**config.mk**
```make
export PLATFORM = sky130hd
export DESIGN_NAME = snake_body_trail
export DESIGN_NICKNAME = d
export VERILOG_FILES = /design/src/rtl/snake_pkg.sv /design/src/rtl/box_overlap.sv /design/src/rtl/snake_body_trail.sv
export SDC_FILE = /design/constraint.sdc
export NUM_CORES = 1
export LEC_CHECK = 0
export ABC_AREA = 1
export CAP_MARGIN = 25
export CORE_UTILIZATION = 40
export DETAILED_ROUTE_END_ITERATION = 10
export SETUP_SLACK_MARGIN = 0.2
export SYNTH_ARGS = -nofsm -noshare
export SYNTH_HDL_FRONTEND = slang
export SYNTH_SLANG_ARGS = --single-unit
```
**constraint.sdc**
```tcl
create_clock -name i_clk -period 35.6 [get_ports i_clk]
set_input_delay 7.12 -clock i_clk [delete_from_list [all_inputs] [get_ports i_clk]]
set_output_delay 7.12 -clock i_clk [all_outputs]
set_load 0.01 [all_outputs]
```
**src/rtl/snake_pkg.sv**
```systemverilog
// Shared constants and position types for the snake body trail.
// Coordinates are 10-bit screen pixels; compares widen to 11 bits.
package snake_pkg;

  localparam int SEG_SIZE = 16;
  localparam int HEAD_W   = 64;
  localparam int HEAD_H   = 48;

  localparam logic [11:0] BODY_COLOR = 12'h0A2;

  typedef logic [9:0] coord_t;

  typedef struct packed {
    coord_t x;
    coord_t y;
  } pos_t;

endpackage

```
**src/rtl/box_overlap.sv**
```systemverilog
// Combinational axis-aligned box overlap test in 11-bit arithmetic.
// Box A is (AW x AH) at (ax,ay); box B is (BW x BH) at (bx,by).
module box_overlap
  import snake_pkg::*;
#(
  parameter int AW = 1,
  parameter int AH = 1,
  parameter int BW = SEG_SIZE,
  parameter int BH = SEG_SIZE
) (
  input  coord_t i_ax,
  input  coord_t i_ay,
  input  coord_t i_bx,
  input  coord_t i_by,
  output logic   o_hit
);

  logic [10:0] ax_w;
  logic [10:0] ay_w;
  logic [10:0] bx_w;
  logic [10:0] by_w;

  assign ax_w = {1'b0, i_ax};
  assign ay_w = {1'b0, i_ay};
  assign bx_w = {1'b0, i_bx};
  assign by_w = {1'b0, i_by};

  assign o_hit = (ax_w < bx_w + 11'(BW))
              && (ax_w + 11'(AW) > bx_w)
              && (ay_w < by_w + 11'(BH))
              && (ay_w + 11'(AH) > by_w);

endmodule

```
**src/rtl/snake_body_trail.sv**
```systemverilog
// Snake body history ring buffer, body renderer and
// per-frame sequential head-versus-body collision scan.
module snake_body_trail
  import snake_pkg::*;
#(
  parameter int MAX_SEGS      = 16,
  parameter int INIT_LEN      = 2,
  parameter int SAMPLE_FRAMES = 4,
  parameter int SKIP_SEGS     = 3
) (
  input  logic       i_clk,
  input  logic       i_rst,
  input  logic       i_clear,
  input  logic       i_active,
  input  logic       i_frame_tick,
  input  logic [9:0] i_head_x,
  input  logic [9:0] i_head_y,
  input  logic       i_food_ate,
  input  logic [9:0] i_pixel_x,
  input  logic [9:0] i_pixel_y,
  input  logic       i_video_on,
  output logic [3:0] o_vga_r,
  output logic [3:0] o_vga_g,
  output logic [3:0] o_vga_b,
  output logic [4:0] o_length,
  output logic       o_self_hit,
  output logic       o_scan_busy
);

  localparam int PW = $clog2(MAX_SEGS);
  localparam int CW = (SAMPLE_FRAMES > 1) ? $clog2(SAMPLE_FRAMES) : 1;
  localparam int LW = 5;

  typedef enum logic [1:0] {
    ST_IDLE,
    ST_SCAN,
    ST_DONE
  } state_t;

  pos_t          head_in;
  pos_t          buf_q [MAX_SEGS];
  pos_t          buf_d [MAX_SEGS];
  logic [PW-1:0] wr_ptr_q;
  logic [PW-1:0] wr_ptr_d;
  logic [LW-1:0] len_q;
  logic [LW-1:0] len_d;
  logic [CW-1:0] cnt_q;
  logic [CW-1:0] cnt_d;
  logic          food_q;
  logic          food_d;
  logic [11:0]   rgb_q;
  logic [11:0]   rgb_d;

  state_t        state_q;
  logic [LW-1:0] k_q;
  pos_t          head_q;
  logic          hit_q;
  logic          busy_q;

  logic          grow;
  logic          start;
  logic [MAX_SEGS-1:0] seg_on;
  logic          draw;
  logic [PW-1:0] scan_idx;
  pos_t          scan_seg;
  logic          scan_hit;

  assign head_in = {i_head_x, i_head_y};
  assign grow    = i_food_ate & ~food_q & i_active;
  assign start   = i_frame_tick & i_active;

  // Entry g holds logical segment k = wr_ptr-1-g
  for (genvar g = 0; g < MAX_SEGS; g++) begin : g_seg
    logic [PW-1:0] k;
    logic          in_box;

    assign k = wr_ptr_q - PW'(g) - PW'(1);

    box_overlap #(
      .AW(1),
      .AH(1),
      .BW(SEG_SIZE),
      .BH(SEG_SIZE)
    ) u_pix (
      .i_ax (i_pixel_x),
      .i_ay (i_pixel_y),
      .i_bx (buf_q[g].x),
      .i_by (buf_q[g].y),
      .o_hit(in_box)
    );

    assign seg_on[g] = in_box & (LW'(k) < len_q);
  end

  assign draw = |seg_on;

  assign scan_idx = wr_ptr_q - k_q[PW-1:0] - PW'(1);
  assign scan_seg = buf_q[scan_idx];

  box_overlap #(
    .AW(HEAD_W),
    .AH(HEAD_H),
    .BW(SEG_SIZE),
    .BH(SEG_SIZE)
  ) u_scan (
    .i_ax (head_q.x),
    .i_ay (head_q.y),
    .i_bx (scan_seg.x),
    .i_by (scan_seg.y),
    .o_hit(scan_hit)
  );

  always_comb begin
    buf_d    = buf_q;
    wr_ptr_d = wr_ptr_q;
    len_d    = len_q;
    cnt_d    = cnt_q;
    food_d   = i_food_ate;
    rgb_d    = (draw && i_video_on) ? BODY_COLOR : 12'h000;
    if (i_clear) begin
      for (int i = 0; i < MAX_SEGS; i++) begin
        buf_d[i] = head_in;
      end
      len_d = LW'(INIT_LEN);
      cnt_d = '0;
    end else begin
      if (start) begin
        if (cnt_q == CW'(SAMPLE_FRAMES - 1)) begin
          buf_d[wr_ptr_q] = head_in;
          wr_ptr_d        = wr_ptr_q + PW'(1);
          cnt_d           = '0;
        end else begin
          cnt_d = cnt_q + CW'(1);
        end
      end
      if (grow && len_q < LW'(MAX_SEGS)) begin
        len_d = len_q + LW'(1);
      end
    end
  end

  always_ff @(posedge i_clk or posedge i_rst) begin
    if (i_rst) begin
      for (int i = 0; i < MAX_SEGS; i++) begin
        buf_q[i] <= '0;
      end
      wr_ptr_q <= '0;
      len_q    <= LW'(INIT_LEN);
      cnt_q    <= '0;
      food_q   <= 1'b0;
      rgb_q    <= '0;
    end else begin
      buf_q    <= buf_d;
      wr_ptr_q <= wr_ptr_d;
      len_q    <= len_d;
      cnt_q    <= cnt_d;
      food_q   <= food_d;
      rgb_q    <= rgb_d;
    end
  end

  always_ff @(posedge i_clk or posedge i_rst) begin
    if (i_rst) begin
      state_q <= ST_IDLE;
      k_q     <= '0;
      head_q  <= '0;
      hit_q   <= 1'b0;
      busy_q  <= 1'b0;
    end else if (i_clear) begin
      state_q <= ST_IDLE;
      k_q     <= '0;
      hit_q   <= 1'b0;
      busy_q  <= 1'b0;
    end else begin
      unique case (state_q)
        ST_IDLE: begin
          if (start) begin
            head_q <= head_in;
            k_q    <= LW'(SKIP_SEGS);
            busy_q <= 1'b1;
            // Too short to reach past the skipped neck segments
            if (len_q <= LW'(SKIP_SEGS)) begin
              state_q <= ST_DONE;
            end else begin
              state_q <= ST_SCAN;
            end
          end
        end
        ST_SCAN: begin
          if (k_q < len_q && scan_hit) begin
            hit_q <= 1'b1;
          end
          if (k_q == LW'(MAX_SEGS - 1) ||
              k_q + LW'(1) >= len_q) begin
            state_q <= ST_DONE;
          end else begin
            k_q <= k_q + LW'(1);
          end
        end
        ST_DONE: begin
          state_q <= ST_IDLE;
          busy_q  <= 1'b0;
        end
        default: begin
          state_q <= ST_IDLE;
          busy_q  <= 1'b0;
        end
      endcase
    end
  end

  assign o_vga_r     = rgb_q[11:8];
  assign o_vga_g     = rgb_q[7:4];
  assign o_vga_b     = rgb_q[3:0];
  assign o_length    = len_q;
  assign o_self_hit  = hit_q;
  assign o_scan_busy = busy_q;

endmodule

```
# --- Word-level counts from Yosys, hierarchy flattened ---
# Cells that the tools add are included.
totals:
  ff_bits: 369
  input_bits: 47
  out_inout_bits: 19
op_classes:
  mux: 30
  bitwise: 23
  n_lt_le_gt_ge: 91
  addsub: 74
  n_eq_ne: 7
  n_reduce_logical: 71
op_table:
  columns: ["operator", "count"]
  rows:
  - ["320-bit 2-to-1 mux", 3]
  - ["10-bit by 5-bit adder with 11-bit output (second input constant)", 34]
  - ["11-bit by 10-bit greater-than comparator with 1-bit output", 34]
  - ["10-bit by 11-bit less-than comparator with 1-bit output", 34]
  - ["320-bit bitwise mux", 1]
  - ["20-bit binary-select mux with 4-bit select", 1]
  - ["20-bit demux with 4-bit select", 1]
  - ["4-bit by 5-bit less-than comparator with 1-bit output", 16]
  - ["4-bit by 1-bit subtractor with 4-bit output (second input constant)", 17]
  - ["20-bit 2-to-1 mux", 3]
  - ["1-bit logical AND", 55]
  - ["4-bit subtractor (second input constant)", 8]
  - ["5-bit 2-to-1 mux", 5]
  - ["10-bit by 1-bit adder with 11-bit output (second input constant)", 2]
  - ["1-bit bitwise AND", 19]
  - ["16-bit OR reduction", 1]
  - ["4-bit by 3-bit subtractor with 4-bit output (second input constant)", 4]
  - ["2-bit 2-to-1 mux", 7]
  - ["10-bit by 6-bit adder with 11-bit output (second input constant)", 1]
  - ["10-bit by 7-bit adder with 11-bit output (second input constant)", 1]
  - ["5-bit by 1-bit adder with 5-bit output (second input constant)", 2]
  - ["5-bit greater-or-equal comparator (second input constant)", 2]
  - ["4-bit inverter with 5-bit output", 2]
  - ["5-bit case mux with 2 select lines", 1]
  - ["other kinds (25)", 42]

# --- Logic depth before layout (Yosys ltp) ---
depth:
  word_depth: 15
  mapped_depth: 27
  depth_no_buf: 25

# --- Cells and area by module ---
# From an unflattened synthesis, not the netlist that was laid out.
unflattened:
  hier_cells: 6449
  area_unflattened_um2: 44395.1
by_module_without_submodules:
  columns: ["mod", "cells_each", "seq_area_each_um2", "area_each_um2", "n_inst"]
  rows:
  - ["snake_body_trail", 2262, 9059.9, 18217.5, 1]
  - ["box_overlap at g_seg[15].u_pix ...", 253, 0.0, 1570.3, 10]
  - ["box_overlap at g_seg[0].u_pix ...", 242, 0.0, 1539.0, 5]
  - ["box_overlap at g_seg[14].u_pix", 242, 0.0, 1554.0, 1]
  - ["box_overlap at u_scan", 205, 0.0, 1226.2, 1]

# --- Least setup slack after synthesis ---
# Ideal clock, no wire load.
synth_path:
  path_type: "input to register"
  start: "input i_pixel_x[0]"
  end: "register rgb_q[5]"
  slack_ns: 25.748
  setup_ns: 0.115
  t_arrival_ns: 9.736
  required_ns: 35.485
  path_stages: 22
  cell_sequence: "ha_1 nand3_1 nor2_1 nand2_1 xnor2_1 ha_1 nand2_1 inv_1 nand2_1 nand2_1 a21oi_1 nand2_1 nand2_1 nand2_1 nand2_1 nand2_1 nand3_1 nand2_1 nor2_1 nand2_1 nor2_1 nor2_1"
synth_via:
  elab_chain_len: 9
  elab_cells_between_ends: 100
  classes_between: "1 x add/sub; 32 x order compare; 1 x mux; 16 x bitwise; 50 x reduce/logical"
synth_lines:
  columns: ["element", "line", "source"]
  rows:
  - ["start, declared", "snake_body_trail.sv:19", "input logic [9:0] i_pixel_x,"]
  - ["10-bit by 1-bit adder with 11-bit output", "box_overlap.sv:29", "&& (ax_w + 11'(AW) > bx_w)"]
  - ["11-bit by 10-bit greater-than comparator with 1-bit output", "box_overlap.sv:29", null]
  - ["1-bit logical AND", "box_overlap.sv:29", null]
  - ["1-bit logical AND", "box_overlap.sv:30", "&& (ay_w < by_w + 11'(BH))"]
  - ["1-bit logical AND", "box_overlap.sv:31", "&& (ay_w + 11'(AH) > by_w);"]
  - ["1-bit bitwise AND", "snake_body_trail.sv:92", "assign seg_on[g] = in_box & (LW'(k) < len_q);"]
  - ["16-bit OR reduction *", "snake_body_trail.sv:95", "assign draw = |seg_on;"]
  - ["1-bit logical AND *", "snake_body_trail.sv:119", "rgb_d = (draw && i_video_on) ? BODY_COLOR : 12'h000;"]
  - ["8-bit 2-to-1 mux *", "snake_body_trail.sv:119", null]
  - ["end signal, assigned", "snake_body_trail.sv:158", "rgb_q <= rgb_d;"]
  - ["end, declared", "snake_body_trail.sv:51", "logic [11:0] rgb_q;"]
# Every way passes the cells marked *; elsewhere a longest branch is shown, timed or not.
# A chain may end at the register's enable or synchronous reset.

# --- Worst setup path in the final report ---
layout_path:
  start: "input i_pixel_y[4]"
  end: "register rgb_q[5]"
layout_via:
  elab_chain_len: 7
  elab_cells_between_ends: 84
  classes_between: "1 x add/sub; 32 x order compare; 1 x mux; 16 x bitwise; 34 x reduce/logical"
layout_lines:
  columns: ["element", "line", "source"]
  rows:
  - ["start, declared", "snake_body_trail.sv:20", "input logic [9:0] i_pixel_y,"]
  - ["10-bit by 1-bit adder with 11-bit output / 10-bit by 11-bit less-than comparator with 1-bit output (equally long branches)", "box_overlap.sv:31, box_overlap.sv:30", null]
  - ["11-bit by 10-bit greater-than comparator with 1-bit output / 1-bit logical AND (equally long branches)", "box_overlap.sv:31, box_overlap.sv:30", null]
  - ["1-bit logical AND", "box_overlap.sv:31", null]
  - ["1-bit bitwise AND", "snake_body_trail.sv:92", null]
  - ["16-bit OR reduction *", "snake_body_trail.sv:95", null]
  - ["1-bit logical AND *", "snake_body_trail.sv:119", null]
  - ["8-bit 2-to-1 mux *", "snake_body_trail.sv:119", null]
# Marked as above.

==> summary.md <==
| Metric | Value |
|---|---|
| Crit Path Class | in2reg |
| Final HPWL DP | 92.8 mm |
| Slew headroom | 24.3% |
| Overall Global Routing Usage | 27.4% |
| Seq cells post-synth | 362 |
| WP data arrival | 11400 ps |
| Setup Skew | between 20 and 25 ps |
| Status | finished, final reports clean |
| TritonCTS clock tree | built |
| Synth cell types | between 50 and 60 |
| Area contributors post-synth | ha_1, dfrtp_1, nand2_1 |
| Port Buf Inserts | 56 |
| Max cap viols | 0 |
| Pwr dens | 42.2 nW/µm² |
| Initial drt markers | 3323 |
| Post-synth top area share | 25.6% |
| Worst reg2reg startpoint | wr_ptr_q[0] |
| Hold Crit Start | buf_q[223] |
| Routed vias | 35500 |
| Syn Inst Count | about 5200 |
| Die Span Y | around 310 µm |
| Core outline area | approximately 93000 µm² |
| Vias in the first global route | ~33000 |
| Layout net count | 6071 |
| Root Buffer | clkbuf_16 |
| Routed Antenna Nets | 0 |
| Post-cts resize count | 0 |
| Max Clk Rate | ~0.092 GHz |
| Clock tree buffer depth | 3 |
| Initial core utilization | 40.4% |
| Hold Path Class | reg2reg |
| DRC Markers | 0 |
| Post-DR wirelength/cell | 20.1 µm |
| Synth area leader | ha_1 |
| Final hold violations | 0 |
| Sequential share of the synthesized area | 24.0% |
| DRT Wirelength | 131 mm |
| P_leak | about 21 nW |
| Layout cells sized above 1 | approximately 4.4% |
| Vias per cell | 5.42 |
| # clock sinks | between 300 and 400 |
| Slew Limit Fails | 0 |
| CTS Buf Count | 46 |
| Critical Path RT | 36100 ps |
| Tcrit/Tclk final | 30.6% |
| Crit. Startpoint | i_pixel_y[4] |
| Width of the die | 309 µm |
| Clock slew at reported path FFs | 60 ps |
| I/O pins | 66 |
| Startpoint Class | input pin |
| Worst-Margin Slew | 1130 ps |
| Final Setup Violations | 0 |
| Warnings from Yosys | 0 |
| Most common cell after layout, fill and taps aside | nand2_1 |
| Die area | 95700 µm² |
| Drt first pass iters | 6 |
| Initial antenna violation count | 3 |
| H-tree levels | 2 |
| FP Rows | 112 |
| Postcts setup bufs | 0 |
| RSZ-0062 raised after global routing | no |
| Most frequent cells in the layout | nand2_1, ha_1, o21ai_0, inv_1, nor2_1 |
| GRT overflow | 0 |
| Setup_tns | 0 ps |
| Crit Path Max Fanout | 20 |
| Routability Congestion | 0.955 |
| Mapped Area | approximately 38000 µm² |
| Global-route wire length before repair | 199 mm |
| Syn_area_per_cell | 7.21 µm² |
| Synth-to-layout area growth | 11.2% |
| Skew-Pair Late Insertion Delay | 620 ps |
| Pin count of the biggest net entering global routing | about 160 |
| Worst VDD drop | between 30 and 40 µV |
| Crit end category | flip-flop |
| Hold_buf cts | 0 |
| Final Critical Period | 10900 ps |
| Final Util | 45.0% |
-- kinds of logic (layout without fill, tap and decap cells) --
kind of cell,after synthesis,after routing,share of synthesized area (%)
compound gates,1166,1166,16.5
xor+xnor,154,154,3.63
fa+ha+maj,773,773,25.6
buf+inv,801,839,8.44
flops,362,362,24.0
other cells,1,10,0.00993
simple gates,1985,1985,21.8
-- per-layer routing --
metal	global-route usage [%]	share of wire, %
met1	39.0	47
met2	42.9	43
met3	3.50	6.8
met4	8.93	3.5
met5	0	0
-- worst max-delay path, cell delays in order --
cell             delay, ps
clkdlybuf4s50_1        460
buf_4                  430
nand2_1                140
nor2_1                 170
nand2_1                100
xor2_2                 770
buf_4                  400
ha_1                   180
nand2_1                 90
nor3_1                 180
nand3_1                110
o211ai_1               330
nor2_1                 180
nand3_1                120
nand2_1                 70
nor2_1                 170
nand2_1                160
nor2_1                 130
nor2_1                  40
-- synthesized netlist by cell type (all sizes together) --
| library cell | number |
|---|---|
| a211oi | 14 |
| nor3b | 5 |
| a211o | 1 |
| a31oi | 26 |
| o21ai | 676 |
| o21a | 25 |
| inv | 626 |
| and3 | 4 |
| clkbuf | 109 |
| o221ai | 1 |
| o41ai | 1 |
| nor4 | 5 |
| nand3b | 42 |
| o211ai | 23 |
| a21o | 18 |
| a21boi | 6 |
| dfstp | 1 |
| nand3 | 166 |
| o31ai | 3 |
| and2 | 2 |
| o22ai | 5 |
| buf | 66 |
| ha | 772 |
| conb | 1 |
| nand2 | 1159 |
| a32o | 4 |
| o21bai | 12 |
| dfrtp | 361 |
| nand4 | 78 |
| a21oi | 346 |
| nor3 | 64 |
| xor2 | 106 |
| a22o | 1 |
| or2 | 17 |
| nor2b | 1 |
| xnor2 | 48 |
| a22oi | 4 |
| fa | 1 |
| nor2 | 442 |
-- layout make-up --
cell class / instances / area, µm²
clock buffers: 62 / 1360
fillers: 9591 / 51500
diodes: 1 / 2.50
multi-input cells: 4087 / 25900
inverters: 626 / 2360
flip-flops and latches: 362 / 9060
clock inverters: 23 / 258
well taps: 1254 / 1570
repair buffers: 128 / 1470
-- where the power goes --
part / internal, W / switching, W
Combinational: 0.000267 / 0.000498
Clock: 0.000303 / 0.000206
Sequential: 0.000453 / 0.0000467
-- sequential cells by signal, summed over array words and instances, names as in the netlist --
register     flops
o_length         5
food_q           1
rgb_q            1
cnt_q            2
head_q          20
o_self_hit       1
buf_q          320
state_q          2
wr_ptr_q         4
o_scan_busy      1
k_q              5
-- final timing paths --
path                            cells past startpoint  slack (ps)          to
worst max-delay path                               19       24700    rgb_q[5]
worst max register to register                     24       30000  o_self_hit
worst min register to register                      2         480  buf_q[223]
worst min-delay path                                2         480  buf_q[223]
min in group asynchronous                           2        7040  buf_q[275]
max in group asynchronous                           4       26360  buf_q[222]
-- per-stage QoR --
step / area, µm² / hold slack (ps) / worst slack (ps) / power [W] / instances
floorplan: 37800 / 453 / 18430 / 0.00101 / 5250
global placement: 39900 / 465 / 24250 / 0.00124 / 6436
detailed placement: 40200 / 471 / 24160 / 0.00126 / 6446
CTS: 41800 / 486 / 24820 / 0.00177 / 6531
global route: 42000 / 495 / 24540 / 0.00190 / 6542
finish: 42000 / 480 / 24700 / 0.00177 / 6543
No activity file was read; power rests on OpenSTA's default activity.
